==> config.mk <==
export PLATFORM = sky130hd
export DESIGN_NAME = astar_neighbor_gen
export DESIGN_NICKNAME = d
export VERILOG_FILES = /design/src/rtl/astar_pkg.sv /design/src/rtl/astar_dir_rom.sv /design/src/rtl/astar_neighbor_gen.sv
export SDC_FILE = /design/constraint.sdc
export NUM_CORES = 1
export LEC_CHECK = 0
export CORE_MARGIN = 5
export CORE_UTILIZATION = 31
export CTS_CLUSTER_DIAMETER = 120
export CTS_CLUSTER_SIZE = 30
export DETAILED_ROUTE_END_ITERATION = 8
export SYNTH_ARGS = -nofsm -noshare
export SYNTH_HDL_FRONTEND = slang
export SYNTH_SLANG_ARGS = --single-unit
export TNS_END_PERCENT = 100
==> constraint.sdc <==
create_clock -name clk -period 4.9 [get_ports clk]
set_input_delay 0.98 -clock clk [delete_from_list [all_inputs] [get_ports clk]]
set_output_delay 0.98 -clock clk [all_outputs]
set_load 0.1 [all_outputs]
==> src/rtl/astar_pkg.sv <==
// Shared types and constants for the A* engine stages.
// ASTAR_DIAGONAL_EN selects 8-connectivity (default build is 4-connectivity).
package astar_pkg;

  localparam int GRID_W  = 20;
  localparam int GRID_H  = 20;
  localparam int COORD_W = 8;
  localparam int ADDR_W  = 9;
  localparam int COST_W  = 12;
  localparam int DIR_W   = 3;

  typedef logic [COORD_W-1:0] coord_t;
  typedef logic [COST_W-1:0]  cost_t;
  typedef logic [ADDR_W-1:0]  addr_t;
  typedef logic [DIR_W-1:0]   dir_t;
  typedef logic signed [1:0]  offs_t;

  localparam cost_t COST_ORTHO = COST_W'(10);
  localparam cost_t COST_DIAG  = COST_W'(14);

`ifdef ASTAR_DIAGONAL_EN
  localparam dir_t LAST_DIR = 3'd7;
`else
  localparam dir_t LAST_DIR = 3'd3;
`endif

  typedef enum logic [2:0] {
    S_IDLE,
    S_BOUNDS,
    S_MAP_RD,
    S_MAP_WAIT,
    S_ISSUE,
    S_WAIT_RESULT,
    S_DONE
  } state_t;

  // g-costs clamp at the all-ones value instead of wrapping.
  function automatic cost_t sat_add(input cost_t a, input cost_t b);
    logic [COST_W:0] s;
    s = {1'b0, a} + {1'b0, b};
    return s[COST_W] ? '1 : s[COST_W-1:0];
  endfunction

endpackage

==> src/rtl/astar_dir_rom.sv <==
// Direction table: dir -> neighbour offset and step cost.
// Diagonal entries 4-7 exist only when ASTAR_DIAGONAL_EN is defined.
module astar_dir_rom
  import astar_pkg::*;
(
  input  dir_t  dir_i,
  output offs_t dx_o,
  output offs_t dy_o,
  output cost_t step_o
);

  always_comb begin
    dx_o   = 2'sd0;
    dy_o   = 2'sd0;
    step_o = COST_ORTHO;
    case (dir_i)
      3'd0: dy_o = -2'sd1;
      3'd1: dx_o = 2'sd1;
      3'd2: dy_o = 2'sd1;
      3'd3: dx_o = -2'sd1;
`ifdef ASTAR_DIAGONAL_EN
      3'd4: begin dx_o = 2'sd1;  dy_o = -2'sd1; step_o = COST_DIAG; end
      3'd5: begin dx_o = 2'sd1;  dy_o = 2'sd1;  step_o = COST_DIAG; end
      3'd6: begin dx_o = -2'sd1; dy_o = 2'sd1;  step_o = COST_DIAG; end
      3'd7: begin dx_o = -2'sd1; dy_o = -2'sd1; step_o = COST_DIAG; end
`endif
      default: ;
    endcase
  end

endmodule

==> src/rtl/astar_neighbor_gen.sv <==
// A* neighbour expansion: walks the current node's neighbours and offers
// each in-grid, non-wall, non-closed one to the open-list search (ASTAR_DIAGONAL_EN: 8-conn).
module astar_neighbor_gen
  import astar_pkg::*;
(
  input  logic   clk,
  input  logic   rst_n,
  input  logic   start_i,
  input  coord_t cur_x_i,
  input  coord_t cur_y_i,
  input  cost_t  cur_g_i,
  output logic   busy_o,
  output logic   done_o,
  output logic   map_rd_en_o,
  output addr_t  map_rd_addr_o,
  input  logic   map_wall_i,
  input  logic   map_closed_i,
  output logic   check_valid_o,
  output coord_t check_x_o,
  output coord_t check_y_o,
  output cost_t  check_g_o,
  input  logic   check_ready_i,
  input  logic   search_done_i,
  output logic [3:0] issued_cnt_o,
  output state_t state_o
);

  state_t     state_q, state_d;
  dir_t       dir_q, dir_d;
  coord_t     cur_x_q, cur_x_d, cur_y_q, cur_y_d;
  cost_t      cur_g_q, cur_g_d;
  coord_t     nx_q, nx_d, ny_q, ny_d;
  cost_t      g_q, g_d;
  logic [3:0] issued_q, issued_d;

  offs_t dx, dy;
  cost_t step;
  logic signed [COORD_W:0] nx_s, ny_s;
  logic in_range, advance;

  astar_dir_rom u_dir_rom (
    .dir_i  (dir_q),
    .dx_o   (dx),
    .dy_o   (dy),
    .step_o (step)
  );

  assign nx_s = $signed({1'b0, cur_x_q}) + $signed({{(COORD_W-1){dx[1]}}, dx});
  assign ny_s = $signed({1'b0, cur_y_q}) + $signed({{(COORD_W-1){dy[1]}}, dy});
  assign in_range = !nx_s[COORD_W] && !ny_s[COORD_W]
                 && (nx_s[COORD_W-1:0] < COORD_W'(GRID_W))
                 && (ny_s[COORD_W-1:0] < COORD_W'(GRID_H));

  always_ff @(posedge clk or negedge rst_n) begin
    if (!rst_n) begin
      state_q  <= S_IDLE;
      dir_q    <= '0;
      cur_x_q  <= '0;
      cur_y_q  <= '0;
      cur_g_q  <= '0;
      nx_q     <= '0;
      ny_q     <= '0;
      g_q      <= '0;
      issued_q <= '0;
    end else begin
      state_q  <= state_d;
      dir_q    <= dir_d;
      cur_x_q  <= cur_x_d;
      cur_y_q  <= cur_y_d;
      cur_g_q  <= cur_g_d;
      nx_q     <= nx_d;
      ny_q     <= ny_d;
      g_q      <= g_d;
      issued_q <= issued_d;
    end
  end

  always_comb begin
    state_d  = state_q;
    dir_d    = dir_q;
    cur_x_d  = cur_x_q;
    cur_y_d  = cur_y_q;
    cur_g_d  = cur_g_q;
    nx_d     = nx_q;
    ny_d     = ny_q;
    g_d      = g_q;
    issued_d = issued_q;
    advance  = 1'b0;
    case (state_q)
      S_IDLE: begin
        if (start_i) begin
          cur_x_d  = cur_x_i;
          cur_y_d  = cur_y_i;
          cur_g_d  = cur_g_i;
          dir_d    = '0;
          issued_d = '0;
          state_d  = S_BOUNDS;
        end
      end
      S_BOUNDS: begin
        if (in_range) begin
          nx_d    = nx_s[COORD_W-1:0];
          ny_d    = ny_s[COORD_W-1:0];
          g_d     = sat_add(cur_g_q, step);
          state_d = S_MAP_RD;
        end else begin
          advance = 1'b1;
        end
      end
      S_MAP_RD:   state_d = S_MAP_WAIT;
      S_MAP_WAIT: begin
        if (map_wall_i || map_closed_i) advance = 1'b1;
        else                            state_d = S_ISSUE;
      end
      // Valid/ready: check_* stay stable while check_valid_o is high; the
      // neighbour transfers on the first cycle where check_ready_i is also high.
      S_ISSUE: begin
        if (check_ready_i) begin
          issued_d = issued_q + 4'd1;
          state_d  = S_WAIT_RESULT;
        end
      end
      S_WAIT_RESULT: if (search_done_i) advance = 1'b1;
      S_DONE:        state_d = S_IDLE;
      default:       state_d = S_IDLE;
    endcase
    if (advance) begin
      if (dir_q == LAST_DIR) begin
        state_d = S_DONE;
      end else begin
        dir_d   = dir_q + 3'd1;
        state_d = S_BOUNDS;
      end
    end
  end

  assign busy_o        = (state_q != S_IDLE);
  assign done_o        = (state_q == S_DONE);
  assign map_rd_en_o   = (state_q == S_MAP_RD);
  assign map_rd_addr_o = ADDR_W'(ny_q * GRID_W + nx_q);
  assign check_valid_o = (state_q == S_ISSUE);
  assign check_x_o     = nx_q;
  assign check_y_o     = ny_q;
  assign check_g_o     = g_q;
  assign issued_cnt_o  = issued_q;
  assign state_o       = state_q;

endmodule
==> flow_summary.json <==
{
  "status": "completed",
  "async_flop_share": 1.000,
  "grt_max_degree": 45,
  "cts_tree": "done",
  "layout.area.seq_sq_um": 1652,
  "cts_root_buffer": "clkbuf_16",
  "die_y_um": 123.5,
  "rsz0062_at_grt": "no",
  "fillCellCount": 1231,
  "maxCapViolCount": 0,
  "grt_pass1_wl_um": 15060,
  "wl_met3_um": 642,
  "final_antenna_net_count": 0,
  "drt-wirelength-per-cell_um": 14.36,
  "fmax_mhz": 252.5,
  "yosysSeqAreaShare": 0.4135,
  "synth_ff_type": "dfrtp_1",
  "htreeDepth": 3,
  "syn_avg_cell_area_sq_um": 10.65,
  "synthTopCellsByArea": "dfrtp_1, mux2_2, ha_1",
  "min_period_ns": 3.960,
  "grt.total_usage": 0.1271,
  "finalSetupTns_ns": 0,
  "initial_core_util": 0.3165,
  "worstSetupPathType": "reg2out",
  "cp-startpoint": "check_y_o[1]",
  "finClkSkew_ns": 0.009074,
  "cts_hold_buf": 0,
  "hold_path_depth": 1,
  "drtIter0Drc": 114,
  "cts_buffer_depth": 2,
  "hp-start": "check_y_o[7]",
  "multi_input_area_sq_um": 2201,
  "reg2regPathDepth": 13,
  "drive_gt1_frac": 0.1762,
  "dp_hpwl_um": 6718,
  "met1_length_um": 3846,
  "clkTransAtPathRegs_ns": 0.06,
  "met2_length_um": 4298,
  "clock_sinks": 66,
  "routed_wl_um": 8987,
  "worst_pin_slew_ns": 0.9854,
  "final_nets": 507,
  "area_delta_synth_final_pct": 32.33,
  "synth_seq_cells": 66,
  "yosysTopAreaCell": "dfrtp_1",
  "antenna_cells": 0,
  "slew_headroom": 0.3410,
  "synth_commonest_cells": "dfrtp_1, mux2_2, nand2_1",
  "viasPerCell": 4.752,
  "required_ns": 3.92,
  "boundaryPins": 83,
  "synth.distinct_cells": 54,
  "hold_viol": 0,
  "die-width_um": 123.5,
  "yosysTopAreaCellShare": 0.4135,
  "finalWeightedCongestion": 0.8600,
  "yosysMostFrequentCell": "dfrtp_1",
  "firstDrtPassIters": 4,
  "grt_pass1_vias": 3027,
  "cts_buffers": 9,
  "postCtsSetupBuffers": 0,
  "remaining_drc_errors": 0,
  "syn_nets": 433,
  "synth_cells": 375,
  "highest_layer": "met4",
  "placementRows": 41,
  "worstPathMaxFanout": 5,
  "worstPathArrival_ns": 2.98,
  "finalCritPeriodShare": 0.8081,
  "hold_class": "reg2reg",
  "ff2ff_setup_slack_ns": 1.11,
  "synth-edff-count": 0,
  "critPathLaunchType": "register",
  "vias": 2975,
  "rr_startpoint": "dir_q[0]",
  "clk_latency_ns": 0.34,
  "io_buffers": 82,
  "r2r-end": "check_x_o[1]",
  "maxSlewViolCount": 0,
  "setup_viol": 0,
  "yosysWarnings": 0,
  "grt_antenna_before_repair": 0,
  "dieArea_sq_um": 15250,
  "core_area_sq_um": 12620,
  "endpoint_kind": "output port",
  "min_to": "check_y_o[7]",
  "netlist_area_sq_um": 3994,
  "grt_overflow_total": 0,
  "cts.repair.resized": 0
}
==> kinds of logic after synthesis <==
logic type / Yosys count / share of synthesized area
simple gates: 110 / 0.1513
flops: 66 / 0.4135
compound gates: 62 / 0.09587
mux: 53 / 0.1607
buf+inv: 32 / 0.03916
xor+xnor: 29 / 0.06360
fa+ha+maj: 23 / 0.07581
==> placed cells by master, fill, tap and decap left out, types with 3 or more instances in the layout <==
cell,netlist,routed
a21o_1,4,4
a21oi_1,15,15
a31oi_1,4,4
and2_1,6,6
and3_1,6,6
buf_4,3,5
bufinv_16,0,3
clkbuf_16,0,9
clkdlybuf4s50_1,0,78
dfrtp_1,66,66
ha_1,21,21
inv_1,11,11
mux2_2,37,37
mux2_4,13,13
mux2i_1,3,3
nand2_1,28,28
nand2b_1,7,7
nand3_1,10,10
nand4_1,8,8
nor2_1,16,16
nor2b_1,5,5
nor3_1,3,3
nor3b_1,3,3
o21ai_0,17,17
o22ai_1,4,4
or3_1,4,4
xnor2_1,19,17
xor2_1,10,10
==> per-layer routing <==
layer	global-route usage	vias up
li1	-	1475
met1	0.1520	1384
met2	0.2059	99
met3	0.04758	17
met4	0.05260	0
met5	0	-
==> stage by stage <==
step | cell area, sq um | util | std cells | setup WS (ns) | hold WS [ns]
after floorplan | 4009 | - | 375 | 0.1840 | 0.4716
after global placement | 4932 | 0.3908 | 610 | 1.295 | 0.4776
after detailed placement | 4932 | 0.3908 | 610 | 1.140 | 0.4775
after CTS | 5285 | 0.4188 | 626 | 0.9094 | 0.4932
after global routing | 5285 | 0.4188 | 626 | 0.8365 | 0.5345
final | 5285 | 0.4188 | 626 | 0.9402 | 0.4842
==> area by class of cell <==
class	count	share of cell area
multi-input combinational	277	0.4164
sequential	66	0.3125
timing repair buffer	84	0.1558
clock buffer	10	0.04522
tap	172	0.04072
clock inverter	6	0.02154
inverter	11	0.007812
==> sequential cells by signal, summed over array words and instances (netlist names) <==
| register | count |
|---|---|
| check_g_o | 12 |
| cur_g_q | 12 |
| check_x_o | 8 |
| check_y_o | 8 |
| cur_x_q | 8 |
| cur_y_q | 8 |
| issued_cnt_o | 4 |
| dir_q | 3 |
| state_o | 3 |
==> worst max-delay path by stage <==
stage,endpoint,slack (ns)
6_report,map_rd_addr_o[5],0.94
3_5_place_dp,check_g_o[10],1.14
5_1_grt,map_rd_addr_o[5],0.84
3_3_place_gp,check_y_o[1],1.30
4_1_cts,map_rd_addr_o[5],0.91
2_1_floorplan,map_rd_addr_o[6],0.18
==> critical path: stages, from the launching register on <==
cell and delay [ns]:
dfrtp_1 0.42, ha_1 0.32, ha_1 0.30, ha_1 0.31, xnor2_1 0.16, clkdlybuf4s50_1 1.15
Power is not shown: default switching activity piles up to over one toggle a cycle in this logic, so the estimate is an artifact.
==> patch 1, RTL diff (config.mk and constraints unchanged) <==
Set the package constant `COST_W` to 24 (it was 12).
--- a/src/rtl/astar_pkg.sv
+++ b/src/rtl/astar_pkg.sv
@@ -6,7 +6,7 @@
   localparam int GRID_H  = 20;
   localparam int COORD_W = 8;
   localparam int ADDR_W  = 9;
-  localparam int COST_W  = 12;
+  localparam int COST_W  = 24;
   localparam int DIR_W   = 3;
 
   typedef logic [COORD_W-1:0] coord_t;
Interface: changed (resized check_g_o and cur_g_i); port bits go from 83 to 107. No check against the original RTL was run, so the function may have changed too.
==> patch 1 against the unedited design <==
Sequential cell count up 24; setup slack worse by 0.029 ns; core utilization down 1.6 points; worst hold slack worse by 0.013 ns; critical path depth up 8; area after synthesis up 35%; routed wire length up 46%; die area up 32%; final cell count up 42%; non-clock buffer count up 26; final area up 31%; synthesized cell count up 51%.
Power is left out: the tool's default activity adds up to more than one toggle a clock period on the data nets, which glitch-free logic cannot reach.
==> patch 1: results (changes against the unedited design) <==
- Vias: 4,302 (was 2,975)
- Syn_nets: 646 (was 433)
- Worst setup path endpoint: check_g_o[22] (was map_rd_addr_o[5])
- Setup ws final: 0.912 ns (was 0.940 ns)
- Worst hold path startpoint: cur_g_q[0] (was check_y_o[7])
- Synth Area in Compound Gates: 9.31% (was 9.59%)
- Mux share of post-synthesis cell area: 9.98% (was 16.1%)
- Arrival @ worst endpoint: 4.21 ns (was 2.98 ns)
- Most frequent cells after synthesis: nand2_1, dfrtp_1, ha_1, mux2_4, nor2_1 (was dfrtp_1, mux2_2, nand2_1)
- Drt wl/cell: 14.7 um (was 14.4 um)
- Avg Cell Area, Syn: 9.48 um2 (was 10.7 um2)
- R2R Path End: check_g_o[22] (was check_x_o[1])
- Largest net degree at the start of global routing: 48 (was 45)
- Vias in the first global route: 4,414 (was 3,027)
- Max Clock Skew: 0.0122 ns (was 0.00907 ns)
- DP Cell Count: 874 (was 610)
- Area after DPL: 6590 um2 (was 4930 um2)
- Post-synthesis sequential area ratio: 41.9% (was 41.4%)
- HPWL after detailed placement: 9780 um (was 6720 um)
- Hold Slack: 0.472 ns (was 0.484 ns)
- Adder and majority gate portion of the synthesized area: 7.87% (was 7.58%)
- Distinct cell type count after synthesis: 57 (was 54)
- Initial DRC count: 289 (was 114)
- Final Wtd Congestion: 0.844 (was 0.860)
- Critical path startpoint: dir_q[0] (was check_y_o[1])
- Final WL: 13,100 um (was 8990 um)
- Initial antenna violation count: 0 (unchanged)
- Critical path peak fanout: 18 (was 5)
- CP max stage delay: 0.54 ns (was 1.15 ns)
- Tot GR Track Use: 13.4% (was 12.7%)
- First-pass GRT wire length: 21,900 um (was 15,100 um)
- Status: finished clean (unchanged)
- Worst Hold Depth: 2 (was 1)
- Synth area leaders: dfrtp_1, nand2_1, mux2_4 (was dfrtp_1, mux2_2, ha_1)
- Most numerous cell in the Yosys netlist: nand2_1 (was dfrtp_1)
- Slowest-stage cell, CP: or2_2 (was clkdlybuf4s50_1)
- PortBufs: 106 (was 82)
- FILL cells: 1,715 (was 1,231)
- Layout cells sized above 1: 9.47% (was 17.6%)
-- patch 1: layout make-up --
type | count | area, um2 | share of cell area [%]
Clock inverter | 7 | 98.8 | 1.43
Clock buffer | 9 | 225 | 3.26
Sequential cell | 90 | 2250 | 32.6
Inverter | 19 | 71.3 | 1.03
Timing Repair Buffer | 110 | 1090 | 15.8
Tap cell | 225 | 282 | 4.07
Multi-Input combinational cell | 430 | 2890 | 41.9
-- patch 1: cells by family (layout without fill, tap and decap cells) --
group           Yosys count  in the layout
xor+xnor                 35             35
compound gates           77             77
flops                    90             90
buf+inv                  47            145
fa+ha+maj                32             32
mux                      39             39
simple gates            247            247
-- patch 1: routing by layer --
metal	share of wire [%]	vias to the layer above	GRT usage (%)
met5	0	-	0
met4	1.7	0	3.94
met3	5.2	16	3.00
met2	47	124	21.8
met1	46	2054	17.8
li1	-	2108	-
==> patch 2, RTL diff (same settings) <==
Made on the original files. Register the output `issued_cnt_o` once more; this adds one clock of latency there. The other outputs are not delayed to match.
--- a/src/rtl/astar_neighbor_gen.sv
+++ b/src/rtl/astar_neighbor_gen.sv
@@ -142,7 +142,9 @@
   assign check_x_o     = nx_q;
   assign check_y_o     = ny_q;
   assign check_g_o     = g_q;
-  assign issued_cnt_o  = issued_q;
+  always_ff @(posedge clk) begin
+    issued_cnt_o <= issued_q;
+  end
   assign state_o       = state_q;
 
 endmodule
Function: changed (Yosys sat finds a counterexample within 10 cycles, from zero or initial values and one cycle with rst_n low).
==> patch 2 against the unedited design <==
Setup slack got worse by 0.017 ns; sequential cell count increased by 4; final cell count increased by 7.8%; area after synthesis increased by 0.53%; sequential share of layout area increased by 1.5 points; routed wire length increased by 6.5%; final area about the same; highest routed layer unchanged.
Power is left out: the tool's default activity adds up to more than one toggle a clock period on the data nets, which glitch-free logic cannot reach.
==> patch 2: results (changes against the unedited design) <==
- Reg2Reg Setup Slack: 0.98 ns (was 1.11 ns)
- Arrival @ worst endpoint: 3.00 ns (was 2.98 ns)
- Status: finished clean (unchanged)
- Max Clock Skew: 0.00902 ns (was 0.00907 ns)
- Largest net degree at the start of global routing: 41 (was 45)
- DP Cell Count: 659 (was 610)
- Avg Cell Area, Syn: 9.40 um2 (was 10.7 um2)
- Final Wtd Congestion: 0.966 (was 0.860)
- Relative slew slack: 33.9% (was 34.1%)
- HPWL after detailed placement: 7180 um (was 6720 um)
- Hold Slack: 0.405 ns (was 0.484 ns)
- Hold Crit Endpoint: issued_cnt_o[3] (was check_y_o[7])
- Final WL: 9570 um (was 8990 um)
- Vias in the first global route: 3,319 (was 3,027)
- Pre-CTS setup slack: 0.990 ns (was 1.14 ns)
- R2R Path End: check_x_o[4] (was check_x_o[1])
- Worst hold path startpoint: issued_q[3] (was check_y_o[7])
- Asr flop ratio synth: 94.3% (was 100%)
- CTS Buf Count: 9 (unchanged)
- Distinct cell type count after synthesis: 55 (was 54)
- Initial DRC count: 174 (was 114)
- Worst r2r path cells: 12 (was 13)
- Worst Hold Depth: 0 (was 1)
- Layout Cells excl Fill: 675 (was 626)
- Tot GR Track Use: 13.4% (was 12.7%)
- Final min period: 3.98 ns (was 3.96 ns)
- Post-synthesis sequential area ratio: 43.1% (was 41.4%)
- FILL cells: 1,265 (was 1,231)
- Vias: 3,239 (was 2,975)
- Layout cells sized above 1: 10.3% (was 17.6%)
- Final #Nets: 556 (was 507)
- Most used flip-flop cell after synthesis: dfrtp_1 (unchanged)
patch 2: routing by layer:
layer  track usage (%)  vias up  routed length (um)
met5                 0        -                   0
met4              5.61        0                 145
met3              3.36       11                 547
met2              20.5       86                4370
met1              17.9     1536                4510
li1                  -     1606                   -
patch 2: worst max-delay path by stage:
stage,endpoint,from
2_1_floorplan,map_rd_addr_o[6],check_y_o[1]
3_5_place_dp,check_g_o[11],dir_q[0]
5_1_grt,check_x_o[4],dir_q[0]
3_3_place_gp,check_g_o[11],dir_q[0]
4_1_cts,map_rd_addr_o[5],check_y_o[1]
6_report,map_rd_addr_o[5],check_y_o[3]
patch 2: through the flow:
step	area [um2]	util, %
final	5290	41.7
after floorplan	4030	-
after CTS	5290	41.7
after detailed placement	4950	39.1
after global placement	4950	39.1
after global routing	5290	41.7
patch 2: cell families (layout without fill, tap and decap cells):
group / count (synthesis) / after routing / share of synthesized area [%]
compound gates: 49 / 49 / 8.57
fa+ha+maj: 23 / 23 / 7.54
mux: 29 / 29 / 8.16
simple gates: 189 / 189 / 22.5
flops: 70 / 70 / 43.1
buf+inv: 41 / 117 / 4.46
xor+xnor: 26 / 26 / 5.67
patch 2: area by class of cell:
type / instances / area [um2] / share of cell area (%)
well taps: 172 / 215 / 4.07
multi-input cells: 316 / 2120 / 40.1
flip-flops and latches: 70 / 1730 / 32.7
repair buffers: 84 / 823 / 15.6
clock inverters: 4 / 77.6 / 1.47
inverters: 17 / 63.8 / 1.21
clock buffers: 12 / 256 / 4.85
patch 2: worst max-delay path: cells and delay by family (launching register included):
family	cells	cell delay [ns]
xor gates and xnor gates	1	0.18
buffers and inverters	1	1.15
adders and majority gates	3	0.91
DFF	1	0.43
